===== src/rtl/axi4_lite_pkg.sv =====
// axi4_lite_pkg: shared AXI4-Lite response codes and CSR bank FSM state types.
// Used by axi4_lite_csr_wr_ctrl and axi4_lite_csr_bank.
package axi4_lite_pkg;

  localparam logic [1:0] AXI4_RESP_OKAY   = 2'b00;
  localparam logic [1:0] AXI4_RESP_SLVERR = 2'b10;

  typedef enum logic [1:0] {
    WR_IDLE   = 2'd0,
    WR_COMMIT = 2'd1,
    WR_RESP   = 2'd2
  } wr_state_e;

  typedef enum logic {
    RD_IDLE = 1'b0,
    RD_RESP = 1'b1
  } rd_state_e;

endpackage


===== src/rtl/axi4_lite_if.sv =====
// axi4_lite_if: AXI4-Lite bundle (AW, W, B, AR, R channels).
// Modports: master (drives requests) and slave (drives responses).
interface axi4_lite_if #(
  parameter int ADDR_WIDTH = 16,
  parameter int DATA_WIDTH = 32
);
  logic [ADDR_WIDTH-1:0]   awaddr;
  logic [2:0]              awprot;
  logic                    awvalid;
  logic                    awready;
  logic [DATA_WIDTH-1:0]   wdata;
  logic [DATA_WIDTH/8-1:0] wstrb;
  logic                    wvalid;
  logic                    wready;
  logic [1:0]              bresp;
  logic                    bvalid;
  logic                    bready;
  logic [ADDR_WIDTH-1:0]   araddr;
  logic [2:0]              arprot;
  logic                    arvalid;
  logic                    arready;
  logic [DATA_WIDTH-1:0]   rdata;
  logic [1:0]              rresp;
  logic                    rvalid;
  logic                    rready;

  modport master (
    output awaddr, awprot, awvalid, wdata, wstrb, wvalid, bready,
           araddr, arprot, arvalid, rready,
    input  awready, wready, bresp, bvalid, arready, rdata, rresp, rvalid
  );

  modport slave (
    input  awaddr, awprot, awvalid, wdata, wstrb, wvalid, bready,
           araddr, arprot, arvalid, rready,
    output awready, wready, bresp, bvalid, arready, rdata, rresp, rvalid
  );
endinterface


===== src/rtl/axi4_lite_csr_wr_ctrl.sv =====
// axi4_lite_csr_wr_ctrl: AW/W capture, write FSM and B response for the CSR bank.
// Ports:
//   aclk, areset                      clock, async active-high reset
//   awaddr/awvalid/awready            AW channel
//   wdata/wstrb/wvalid/wready         W channel
//   bresp/bvalid/bready               B channel
//   commit                            one-cycle strobe: apply held write at next edge
//   cmt_idx/cmt_data/cmt_strb         held word index, data and byte strobes
module axi4_lite_csr_wr_ctrl
  import axi4_lite_pkg::*;
#(
  parameter int         ADDR_WIDTH = 16,
  parameter int         DATA_WIDTH = 32,
  parameter int         REG_CNT    = 16,
  parameter logic [1:0] OOR_RESP   = AXI4_RESP_OKAY
) (
  input  logic                    aclk,
  input  logic                    areset,
  input  logic [ADDR_WIDTH-1:0]   awaddr,
  input  logic                    awvalid,
  output logic                    awready,
  input  logic [DATA_WIDTH-1:0]   wdata,
  input  logic [DATA_WIDTH/8-1:0] wstrb,
  input  logic                    wvalid,
  output logic                    wready,
  output logic [1:0]              bresp,
  output logic                    bvalid,
  input  logic                    bready,
  output logic                    commit,
  output logic [ADDR_WIDTH-1:0]   cmt_idx,
  output logic [DATA_WIDTH-1:0]   cmt_data,
  output logic [DATA_WIDTH/8-1:0] cmt_strb
);
  localparam int ADDR_LSB = $clog2(DATA_WIDTH/8);

  wr_state_e             state, state_next;
  logic                  aw_held, w_held, aw_held_d, w_held_d;
  logic                  awready_d, wready_d, bvalid_d;
  logic [1:0]            bresp_d;
  logic [ADDR_WIDTH-1:0] awaddr_q;
  logic                  aw_hs, w_hs, oor;

  assign aw_hs    = awvalid & awready;
  assign w_hs     = wvalid & wready;
  assign cmt_idx  = awaddr_q >> ADDR_LSB;
  assign oor      = cmt_idx >= ADDR_WIDTH'(REG_CNT);
  // Registers are written on the edge that enters WR_COMMIT, so ctrl_o
  // changes and ctrl_wr_o pulses during the COMMIT cycle itself.
  assign commit   = (state == WR_IDLE) & aw_held & w_held;

  // State register
  always_ff @(posedge aclk or posedge areset) begin
    if (areset) state <= WR_IDLE;
    else        state <= state_next;
  end

  // Next-state logic
  always_comb begin
    state_next = state;
    case (state)
      WR_IDLE:   if (aw_held && w_held) state_next = WR_COMMIT;
      WR_COMMIT: state_next = WR_RESP;
      WR_RESP:   if (bready) state_next = WR_IDLE;
      default:   state_next = WR_IDLE;
    endcase
  end

  // Output logic (next values of the registered outputs)
  always_comb begin
    aw_held_d = (state == WR_IDLE) ? (aw_held | aw_hs) : 1'b0;
    w_held_d  = (state == WR_IDLE) ? (w_held  | w_hs)  : 1'b0;
    awready_d = (state_next == WR_IDLE) & ~aw_held_d;
    wready_d  = (state_next == WR_IDLE) & ~w_held_d;
    bvalid_d  = (state_next == WR_RESP);
    bresp_d   = bresp;
    if (state == WR_COMMIT) bresp_d = oor ? OOR_RESP : AXI4_RESP_OKAY;
  end

  always_ff @(posedge aclk or posedge areset) begin
    if (areset) begin
      aw_held  <= 1'b0;
      w_held   <= 1'b0;
      awready  <= 1'b0;
      wready   <= 1'b0;
      bvalid   <= 1'b0;
      bresp    <= AXI4_RESP_OKAY;
      awaddr_q <= '0;
      cmt_data <= '0;
      cmt_strb <= '0;
    end else begin
      aw_held <= aw_held_d;
      w_held  <= w_held_d;
      awready <= awready_d;
      wready  <= wready_d;
      bvalid  <= bvalid_d;
      bresp   <= bresp_d;
      if (aw_hs) awaddr_q <= awaddr;
      if (w_hs) begin
        cmt_data <= wdata;
        cmt_strb <= wstrb;
      end
    end
  end

endmodule


===== src/rtl/axi4_lite_csr_bank.sv =====
// axi4_lite_csr_bank: AXI4-Lite slave CSR bank with RW control and RO status registers.
// Ports:
//   aclk, areset   clock, async active-high reset
//   csr_if         AXI4-Lite slave port (awprot/arprot ignored)
//   ctrl_o         RW register contents, word indices 0..RW_CNT-1
//   ctrl_wr_o      per-register one-cycle pulse on a committed write
//   status_i       RO register values, word indices RW_CNT..RW_CNT+RO_CNT-1
// Build option: AXI4_LITE_CSR_SLVERR_EN -- out-of-range accesses answer SLVERR
// instead of OKAY.
module axi4_lite_csr_bank
  import axi4_lite_pkg::*;
#(
  parameter int ADDR_WIDTH = 16,
  parameter int DATA_WIDTH = 32,
  parameter int RW_CNT     = 8,
  parameter int RO_CNT     = 8
) (
  input  logic                               aclk,
  input  logic                               areset,
  axi4_lite_if.slave                         csr_if,
  output logic [RW_CNT-1:0][DATA_WIDTH-1:0]  ctrl_o,
  output logic [RW_CNT-1:0]                  ctrl_wr_o,
  input  logic [RO_CNT-1:0][DATA_WIDTH-1:0]  status_i
);
  localparam int STRB_W   = DATA_WIDTH/8;
  localparam int ADDR_LSB = $clog2(STRB_W);
  localparam int REG_CNT  = RW_CNT + RO_CNT;
`ifdef AXI4_LITE_CSR_SLVERR_EN
  localparam logic [1:0] OOR_RESP = AXI4_RESP_SLVERR;
`else
  localparam logic [1:0] OOR_RESP = AXI4_RESP_OKAY;
`endif

  // ---------------- write channel ----------------
  logic                  commit;
  logic [ADDR_WIDTH-1:0] cmt_idx;
  logic [DATA_WIDTH-1:0] cmt_data;
  logic [STRB_W-1:0]     cmt_strb;

  axi4_lite_csr_wr_ctrl #(
    .ADDR_WIDTH (ADDR_WIDTH),
    .DATA_WIDTH (DATA_WIDTH),
    .REG_CNT    (REG_CNT),
    .OOR_RESP   (OOR_RESP)
  ) u_wr_ctrl (
    .aclk     (aclk),
    .areset   (areset),
    .awaddr   (csr_if.awaddr),
    .awvalid  (csr_if.awvalid),
    .awready  (csr_if.awready),
    .wdata    (csr_if.wdata),
    .wstrb    (csr_if.wstrb),
    .wvalid   (csr_if.wvalid),
    .wready   (csr_if.wready),
    .bresp    (csr_if.bresp),
    .bvalid   (csr_if.bvalid),
    .bready   (csr_if.bready),
    .commit   (commit),
    .cmt_idx  (cmt_idx),
    .cmt_data (cmt_data),
    .cmt_strb (cmt_strb)
  );

  // ---------------- RW bank ----------------
  // RO and out-of-range indices match no entry, so those writes drop
  // silently with no pulse.
  logic [RW_CNT-1:0][DATA_WIDTH-1:0] ctrl_q;
  logic [RW_CNT-1:0]                 ctrl_wr_q;

  always_ff @(posedge aclk or posedge areset) begin
    if (areset) begin
      ctrl_q    <= '0;
      ctrl_wr_q <= '0;
    end else begin
      ctrl_wr_q <= '0;
      for (int i = 0; i < RW_CNT; i++) begin
        if (commit && cmt_idx == ADDR_WIDTH'(i)) begin
          ctrl_wr_q[i] <= 1'b1;
          for (int b = 0; b < STRB_W; b++)
            if (cmt_strb[b]) ctrl_q[i][b*8 +: 8] <= cmt_data[b*8 +: 8];
        end
      end
    end
  end

  assign ctrl_o    = ctrl_q;
  assign ctrl_wr_o = ctrl_wr_q;

  // ---------------- read channel ----------------
  rd_state_e             rd_state, rd_next;
  logic                  arready_q, rvalid_q, arready_d, rvalid_d;
  logic [DATA_WIDTH-1:0] rdata_q, rdata_d, rd_mux;
  logic [1:0]            rresp_q, rresp_d;
  logic [ADDR_WIDTH-1:0] ar_idx;
  logic                  ar_hs;

  assign ar_idx = csr_if.araddr >> ADDR_LSB;
  assign ar_hs  = csr_if.arvalid & arready_q;

  // Read mux; out-of-range falls through to zero.
  always_comb begin
    rd_mux = '0;
    for (int i = 0; i < RW_CNT; i++)
      if (ar_idx == ADDR_WIDTH'(i)) rd_mux = ctrl_q[i];
    for (int i = 0; i < RO_CNT; i++)
      if (ar_idx == ADDR_WIDTH'(RW_CNT + i)) rd_mux = status_i[i];
  end

  always_ff @(posedge aclk or posedge areset) begin
    if (areset) rd_state <= RD_IDLE;
    else        rd_state <= rd_next;
  end

  always_comb begin
    rd_next = rd_state;
    case (rd_state)
      RD_IDLE: if (ar_hs) rd_next = RD_RESP;
      RD_RESP: if (csr_if.rready) rd_next = RD_IDLE;
      default: rd_next = RD_IDLE;
    endcase
  end

  always_comb begin
    arready_d = (rd_next == RD_IDLE);
    rvalid_d  = (rd_next == RD_RESP);
    rdata_d   = rdata_q;
    rresp_d   = rresp_q;
    if (ar_hs) begin
      rdata_d = rd_mux;
      rresp_d = (ar_idx >= ADDR_WIDTH'(REG_CNT)) ? OOR_RESP : AXI4_RESP_OKAY;
    end
  end

  always_ff @(posedge aclk or posedge areset) begin
    if (areset) begin
      arready_q <= 1'b0;
      rvalid_q  <= 1'b0;
      rdata_q   <= '0;
      rresp_q   <= AXI4_RESP_OKAY;
    end else begin
      arready_q <= arready_d;
      rvalid_q  <= rvalid_d;
      rdata_q   <= rdata_d;
      rresp_q   <= rresp_d;
    end
  end

  assign csr_if.arready = arready_q;
  assign csr_if.rvalid  = rvalid_q;
  assign csr_if.rdata   = rdata_q;
  assign csr_if.rresp   = rresp_q;

endmodule


===== src/flat_wrapper.sv =====
// flat-port wrapper written by rule: the top's interface ports become plain ports
module axi4_lite_csr_bank_flat import axi4_lite_pkg::*;
#(
  parameter int ADDR_WIDTH = 16,
  parameter int DATA_WIDTH = 32,
  parameter int RW_CNT     = 8,
  parameter int RO_CNT     = 8
)
  (aclk, areset, ctrl_o, ctrl_wr_o, status_i, csr_if_awaddr, csr_if_awprot, csr_if_awvalid, csr_if_wdata, csr_if_wstrb, csr_if_wvalid, csr_if_bready, csr_if_araddr, csr_if_arprot, csr_if_arvalid, csr_if_rready, csr_if_awready, csr_if_wready, csr_if_bresp, csr_if_bvalid, csr_if_arready, csr_if_rdata, csr_if_rresp, csr_if_rvalid);
  axi4_lite_if #(.ADDR_WIDTH(ADDR_WIDTH), .DATA_WIDTH(DATA_WIDTH)) csr_if_i ();
  input  logic aclk;
  input  logic areset;
  output logic [RW_CNT-1:0][DATA_WIDTH-1:0] ctrl_o;
  output logic [RW_CNT-1:0] ctrl_wr_o;
  input  logic [RO_CNT-1:0][DATA_WIDTH-1:0] status_i;
  input wire logic [$bits(csr_if_i.awaddr)-1:0] csr_if_awaddr;
  input wire logic [$bits(csr_if_i.awprot)-1:0] csr_if_awprot;
  input wire logic [$bits(csr_if_i.awvalid)-1:0] csr_if_awvalid;
  input wire logic [$bits(csr_if_i.wdata)-1:0] csr_if_wdata;
  input wire logic [$bits(csr_if_i.wstrb)-1:0] csr_if_wstrb;
  input wire logic [$bits(csr_if_i.wvalid)-1:0] csr_if_wvalid;
  input wire logic [$bits(csr_if_i.bready)-1:0] csr_if_bready;
  input wire logic [$bits(csr_if_i.araddr)-1:0] csr_if_araddr;
  input wire logic [$bits(csr_if_i.arprot)-1:0] csr_if_arprot;
  input wire logic [$bits(csr_if_i.arvalid)-1:0] csr_if_arvalid;
  input wire logic [$bits(csr_if_i.rready)-1:0] csr_if_rready;
  output wire logic [$bits(csr_if_i.awready)-1:0] csr_if_awready;
  output wire logic [$bits(csr_if_i.wready)-1:0] csr_if_wready;
  output wire logic [$bits(csr_if_i.bresp)-1:0] csr_if_bresp;
  output wire logic [$bits(csr_if_i.bvalid)-1:0] csr_if_bvalid;
  output wire logic [$bits(csr_if_i.arready)-1:0] csr_if_arready;
  output wire logic [$bits(csr_if_i.rdata)-1:0] csr_if_rdata;
  output wire logic [$bits(csr_if_i.rresp)-1:0] csr_if_rresp;
  output wire logic [$bits(csr_if_i.rvalid)-1:0] csr_if_rvalid;
  assign csr_if_i.awaddr = csr_if_awaddr;
  assign csr_if_i.awprot = csr_if_awprot;
  assign csr_if_i.awvalid = csr_if_awvalid;
  assign csr_if_i.wdata = csr_if_wdata;
  assign csr_if_i.wstrb = csr_if_wstrb;
  assign csr_if_i.wvalid = csr_if_wvalid;
  assign csr_if_i.bready = csr_if_bready;
  assign csr_if_i.araddr = csr_if_araddr;
  assign csr_if_i.arprot = csr_if_arprot;
  assign csr_if_i.arvalid = csr_if_arvalid;
  assign csr_if_i.rready = csr_if_rready;
  assign csr_if_awready = csr_if_i.awready;
  assign csr_if_wready = csr_if_i.wready;
  assign csr_if_bresp = csr_if_i.bresp;
  assign csr_if_bvalid = csr_if_i.bvalid;
  assign csr_if_arready = csr_if_i.arready;
  assign csr_if_rdata = csr_if_i.rdata;
  assign csr_if_rresp = csr_if_i.rresp;
  assign csr_if_rvalid = csr_if_i.rvalid;
  axi4_lite_csr_bank #(.ADDR_WIDTH(ADDR_WIDTH), .DATA_WIDTH(DATA_WIDTH), .RW_CNT(RW_CNT), .RO_CNT(RO_CNT)) u_core (.aclk(aclk), .areset(areset), .csr_if(csr_if_i), .ctrl_o(ctrl_o), .ctrl_wr_o(ctrl_wr_o), .status_i(status_i));
endmodule

===== config.mk =====
export PLATFORM = sky130hd
export DESIGN_NAME = axi4_lite_csr_bank_flat
export DESIGN_NICKNAME = d
export VERILOG_FILES = /design/src/rtl/axi4_lite_pkg.sv /design/src/rtl/axi4_lite_if.sv /design/src/rtl/axi4_lite_csr_wr_ctrl.sv /design/src/rtl/axi4_lite_csr_bank.sv /design/src/flat_wrapper.sv
export SDC_FILE = /design/constraint.sdc
export NUM_CORES = 1
export LEC_CHECK = 0
export BUFFER_PORTS_ARGS = -buffer_cell sky130_fd_sc_hd__buf_2
export CORE_AREA = 4 4 245 247
export CTS_CLUSTER_SIZE = 24
export DETAILED_ROUTE_END_ITERATION = 8
export DIE_AREA = 0 0 249 251
export PLACE_DENSITY = 0.63
export SETUP_SLACK_MARGIN = 0.5
export SKIP_LAST_GASP = 1
export SYNTH_ARGS = -nofsm -noshare
export SYNTH_HDL_FRONTEND = slang
export SYNTH_HIERARCHICAL = 1
export SYNTH_SLANG_ARGS = --single-unit

===== constraint.sdc =====
create_clock -name aclk -period 24.9 [get_ports aclk]
set_input_delay 4.98 -clock aclk [delete_from_list [all_inputs] [get_ports aclk]]
set_output_delay 4.98 -clock aclk [all_outputs]
set_load 0.05 [all_outputs]

# Word level (Yosys, flattened, before mapping)
# Index checks and enable logic that the tools add are counted.
[word_totals]
input_bits = 337
wordCells = 160
output_inout_bits = 305
regBits = 357
[op_classes]
reduce_logical = 45
n_bitwise = 13
n_eq_ne = 25
muxes = 32
[ops]
columns = ["op", "n"]
rows = [
  ["$mux 32", 16],
  ["$eq 14x3->1 const B", 8],
  ["$eq 14x4->1 const B", 8],
  ["$reduce_and 2->1", 32],
  ["$eq 14x2->1 const B", 4],
  ["$logic_not 16->1", 2],
  ["$eq 14x1->1 const B", 2],
  ["$mux 1", 12],
  ["$logic_and 1x1->1", 9],
  ["$and 1x1->1", 7],
  ["$pmux 2 s3", 1],
  ["$eq 2x2->1 const B", 2],
  ["$logic_not 2->1", 2],
  ["$mux 2", 2],
  ["$not 1->1", 4],
  ["$eq 2x1->1 const B", 1],
  ["$or 1x1->1", 2],
  ["$pmux 1 s2", 1],
]

# Longest topological paths before layout
[depth]
word_depth = 17
ltp_mapped = 10
mapped_depth_nobuf = 8

# Hierarchy
# The synthesis kept the hierarchy.
[modules_own_cells]
columns = ["mod", "area_per_inst_um2", "seq_area_each_um2", "n_inst", "cells_per_inst"]
rows = [
  ["axi4_lite_csr_bank", 16538.4, 7457.2, 1, 1564],
  ["axi4_lite_csr_wr_ctrl", 2394.8, 1426.4, 1, 136],
]

# Worst setup path before layout
# Ideal clock, no wire load.
[synth_timing]
path_kind = "input -> register"
start = "input port csr_if_araddr[7]"
end = "register u_core.rdata_q[3], in the netlist u_core/csr_if.rdata[3]"
path_slack_ps = 18033
n_path_buf = 3
cell_stages = 9
arrival_ps = 6735
cell_sequence = "or4_1 > buf_4 > buf_6 > buf_6 > a2111oi_0 > nor2_1 > a2bb2oi_1 > o221ai_1 > a21oi_1"
[synth_between]
elab_chain_len = 17
word_cells_on_any_way = 32
cone_classes = "eq/ne (15); mux (16); reduce/logical (1)"
[synth_rtl]
columns = ["element", "line_no", "source"]
rows = [
  ["start, declared", "flat_wrapper.sv:23", "input wire logic [$bits(csr_if_i.araddr)-1:0] csr_if_araddr;"],
  ["$logic_not 16->1", "axi4_lite_csr_bank.sv:104", "if (ar_idx == ADDR_WIDTH'(i)) rd_mux = ctrl_q[i];"],
  ["$mux 32 (8 in a row)", "axi4_lite_csr_bank.sv:104", ""],
  ["$mux 32 (7 in a row)", "axi4_lite_csr_bank.sv:106", "if (ar_idx == ADDR_WIDTH'(RW_CNT + i)) rd_mux = status_i[i];"],
  ["$mux 32 (*)", "axi4_lite_csr_bank.sv:106", ""],
  ["end signal, assigned", "axi4_lite_csr_bank.sv:143", "rdata_q <= rdata_d;"],
  ["end, declared", "axi4_lite_csr_bank.sv:92", "logic [DATA_WIDTH-1:0] rdata_q, rdata_d, rd_mux;"],
]
# Mark *: on every way between the ends. The rest lies on a longest branch, timed or not.
# A chain may end at the register's enable or synchronous reset.

# Worst setup path after layout
[layout_timing]
start = "input port csr_if_araddr[4]"
end = "register u_core.rdata_q[27], in the netlist u_core/csr_if.rdata[27]"
# Same word-level chain as after synthesis.

==> out/results.txt <==
Final Cycle Share = 33.7%
Leakage = 12.1 nW
Syn_area_per_cell = 11.1 sq um
Distinct cells, synth = 74
Post-route minimum period = 8380 ps
Die height = 251 um
Synth top area share = 46.9%
Async SR Flop Fraction = 100%
Worst EP required = 25300 ps
Worst-margin pin slew = 1210 ps
CTS root buf = clkbuf_16
CTS Sinks = 355
Overall routed net length = 113000 um
Tot GR Track Use = 34.6%
Clk_skew = 20.2 ps
Clk Latency, worst-skew pair = 590 ps
Layout cell share with drive strength beyond 1 = 47.4%
Core ar. = 57600 sq um
Layout area overhead = 29.2%
Routed via count = 19200
Outcome = complete, no violations
Synth top area cells = dfrtp_1 (47%), mux2_2 (16%), mux2_4 (3.0%)
Post-placement cell area = 22900 sq um
Max-slew violation count = 0
Number of max-cap violations = 0
Avg WL per Cell = 36.2 um
Design area = 24500 sq um
Pre-antenna DRT Iters = 6
Crit Path Category = input port to flip-flop
Setup TNS Final = 0 ps
Critical Path Start Type = input port
PD cells = 68.5 nW/um^2
GPL Wtd Cong = 0.952
Post-layout util = 42.5%
Warnings from Yosys = 6
Hold crit path type = flip-flop to flip-flop
RSZ-0062 raised after global routing = false
Final Setup Violations = 0
CTS max path bufs = 3
# Post-CTS Setup Buffers = 0
Sequential share of the synthesized area = 46.9%
Post-CTS Resized = 0
Final hold viol count = 0
Chip Width = 249 um
Drt via density = 6.12
Antenna violations before repair = 35
Number of synthesized register bits = 355
Number of buffers created by CTS = 42
Relative slew margins = 17.0%
Global-route wire length before repair = 154000 um
Global route total overflow = 0
Mapped Cells = 1700
Vias in the first global route = 19100
Post-route ant nets = 0
EDFF count, synth = 0
First DRT Iteration DRCs = 2226
Final net count = 2655
Remaining DRCs = 0
Cell Area, Synth = 18900 sq um
Worst setup EP type = flip-flop
Largest net degree at the start of global routing = 125
# rows = 88
Peak VDD IR = 0.0449 mV
Die Footprint = 62500 sq um
Synth area leader = dfrtp_1
Clock slew at the register clock pins of the worst setup and hold paths = 60 ps
H-tree lvl count = 2
Initial Utilization = 32.9%
CP Max Fanout = 46
PortBufs = 627
Hold buffers post-CTS = 0
Main synth FF type = dfrtp_1
Boundary Pins = 642
Fmax = 119 MHz
HPWL Detailed = 84700 um
CP arrival = 8780 ps
CTS tree = yes
[final cells by class]
type / instances / area, sq um
fill: 5659 / 33100
multi-input combinational: 1214 / 9420
sequential: 355 / 8880
timing repair buffer: 688 / 3600
clock buffer: 53 / 1150
tap: 765 / 957
clock inverter: 21 / 324
inverter: 17 / 71.3
antenna: 21 / 52.6
[registers in the layout, indices dropped and copies added, names as in the netlist]
name                       count
u_core/ctrl_o                256
u_core/csr_if.rdata           32
u_core/u_wr_ctrl/cmt_data     32
u_core/u_wr_ctrl/awaddr_q     14
u_core/ctrl_wr_o               8
u_core/u_wr_ctrl/cmt_strb      4
u_core/u_wr_ctrl/state         2
u_core/csr_if.arready          1
u_core/csr_if.rvalid           1
u_core/u_wr_ctrl/aw_held       1
u_core/u_wr_ctrl/awready       1
u_core/u_wr_ctrl/bvalid        1
u_core/u_wr_ctrl/w_held        1
u_core/u_wr_ctrl/wready        1
[synthesized netlist by cell type, types with 10 or more instances]
cell	number
a2111oi_0	12
a21o_1	10
a21oi_1	83
a221oi_1	10
a22oi_1	45
a31oi_1	12
a32oi_1	10
and3_1	20
buf_2	37
buf_4	11
clkbuf_1	55
dfrtp_1	355
inv_1	17
mux2_1	12
mux2_2	270
mux2_4	38
mux2i_1	21
nand2_1	103
nand2b_1	10
nand3_1	48
nand4_1	17
nor2_1	95
nor2b_1	12
nor3_1	45
nor4_1	15
o2111ai_1	10
o211ai_1	12
o21ai_0	75
o221ai_1	20
o22ai_1	41
or3_1	13
[layout by cell type (no fill, tap or decap), types with 21 or more instances in the layout]
| master | instances |
|---|---|
| mux2_2 | 270 |
| buf_2 | 626 |
| mux2i_1 | 21 |
| nor2_1 | 94 |
| dfrtp_1 | 355 |
| mux2_4 | 38 |
| o22ai_1 | 41 |
| a21oi_1 | 83 |
| nand2_1 | 103 |
| nor3_1 | 45 |
| diode_2 | 21 |
| clkbuf_16 | 42 |
| o21ai_0 | 75 |
| buf_4 | 62 |
| a22oi_1 | 45 |
| nand3_1 | 48 |
[power breakdown]
group	internal, mW	switching (mW)
clock network	0.395	0.269
registers	0.631	0.101
logic	0.117	0.162
[logic make-up after synthesis]
logic type | count (synthesis) | share of synthesized area [%]
and+or+nand+nor | 433 | 12.2
AOI/OAI and AO/OA | 428 | 15.6
DFF | 355 | 46.9
muxes | 347 | 21.6
buffers and inverters | 135 | 3.68
other | 2 | 0.0397
[critical path, cell delays in order]
cell and delay [ps]:
buf_2 380, buf_4 640, nor2_1 140, buf_4 250, nand3_1 560, buf_4 380, a21oi_1 140, a2111oi_0 1030
o21ai_0 220
[metrics by stage]
step / instances / worst slack, ps / hold slack [ps] / power, mW
2_1_floorplan: 1704 / 11690 / 466 / 0.897
5_1_grt: 3128 / 16620 / 507 / 1.73
6_report: 3134 / 16520 / 492 / 1.68
3_5_place_dp: 3039 / 16140 / 473 / 1.02
3_3_place_gp: 3039 / 16140 / 460 / 1.01
4_1_cts: 3113 / 16740 / 486 / 1.68
[metal layers]
metal  vias up  part of all wire [%]  wire length, um  global-route usage, %
li1       7760                     -                -                      -
met1      9674                    39            44200                   44.0
met2      1401                    45            51300                   54.6
met3       318                    11            12100                   10.7
met4        14                   5.1             5810                   15.1
met5         -                 0.085               97                      0
[path summary, 6_finish.rpt]
check	startpoint	endpoint	slack, ps	depth (start not counted)
setup reg to reg	u_core/u_wr_ctrl/state[1]$_DFF_PP0_	u_core/ctrl_o[23]$_DFFE_PP0P_	20820	7
hold / removal	u_core/csr_if.rdata[0]$_DFFE_PP0P_	u_core/csr_if.rdata[0]$_DFFE_PP0P_	490	2
min in group asynchronous	areset	u_core/ctrl_o[104]$_DFFE_PP0P_	4590	2
setup / recovery	csr_if_araddr[4]	u_core/csr_if.rdata[27]$_DFFE_PP0P_	16520	9
hold reg to reg	u_core/csr_if.rdata[0]$_DFFE_PP0P_	u_core/csr_if.rdata[0]$_DFFE_PP0P_	490	2
max in group asynchronous	areset	u_core/csr_if.rdata[23]$_DFFE_PP0P_	18710	3
Note: power is estimated with default switching activity, not from simulation.
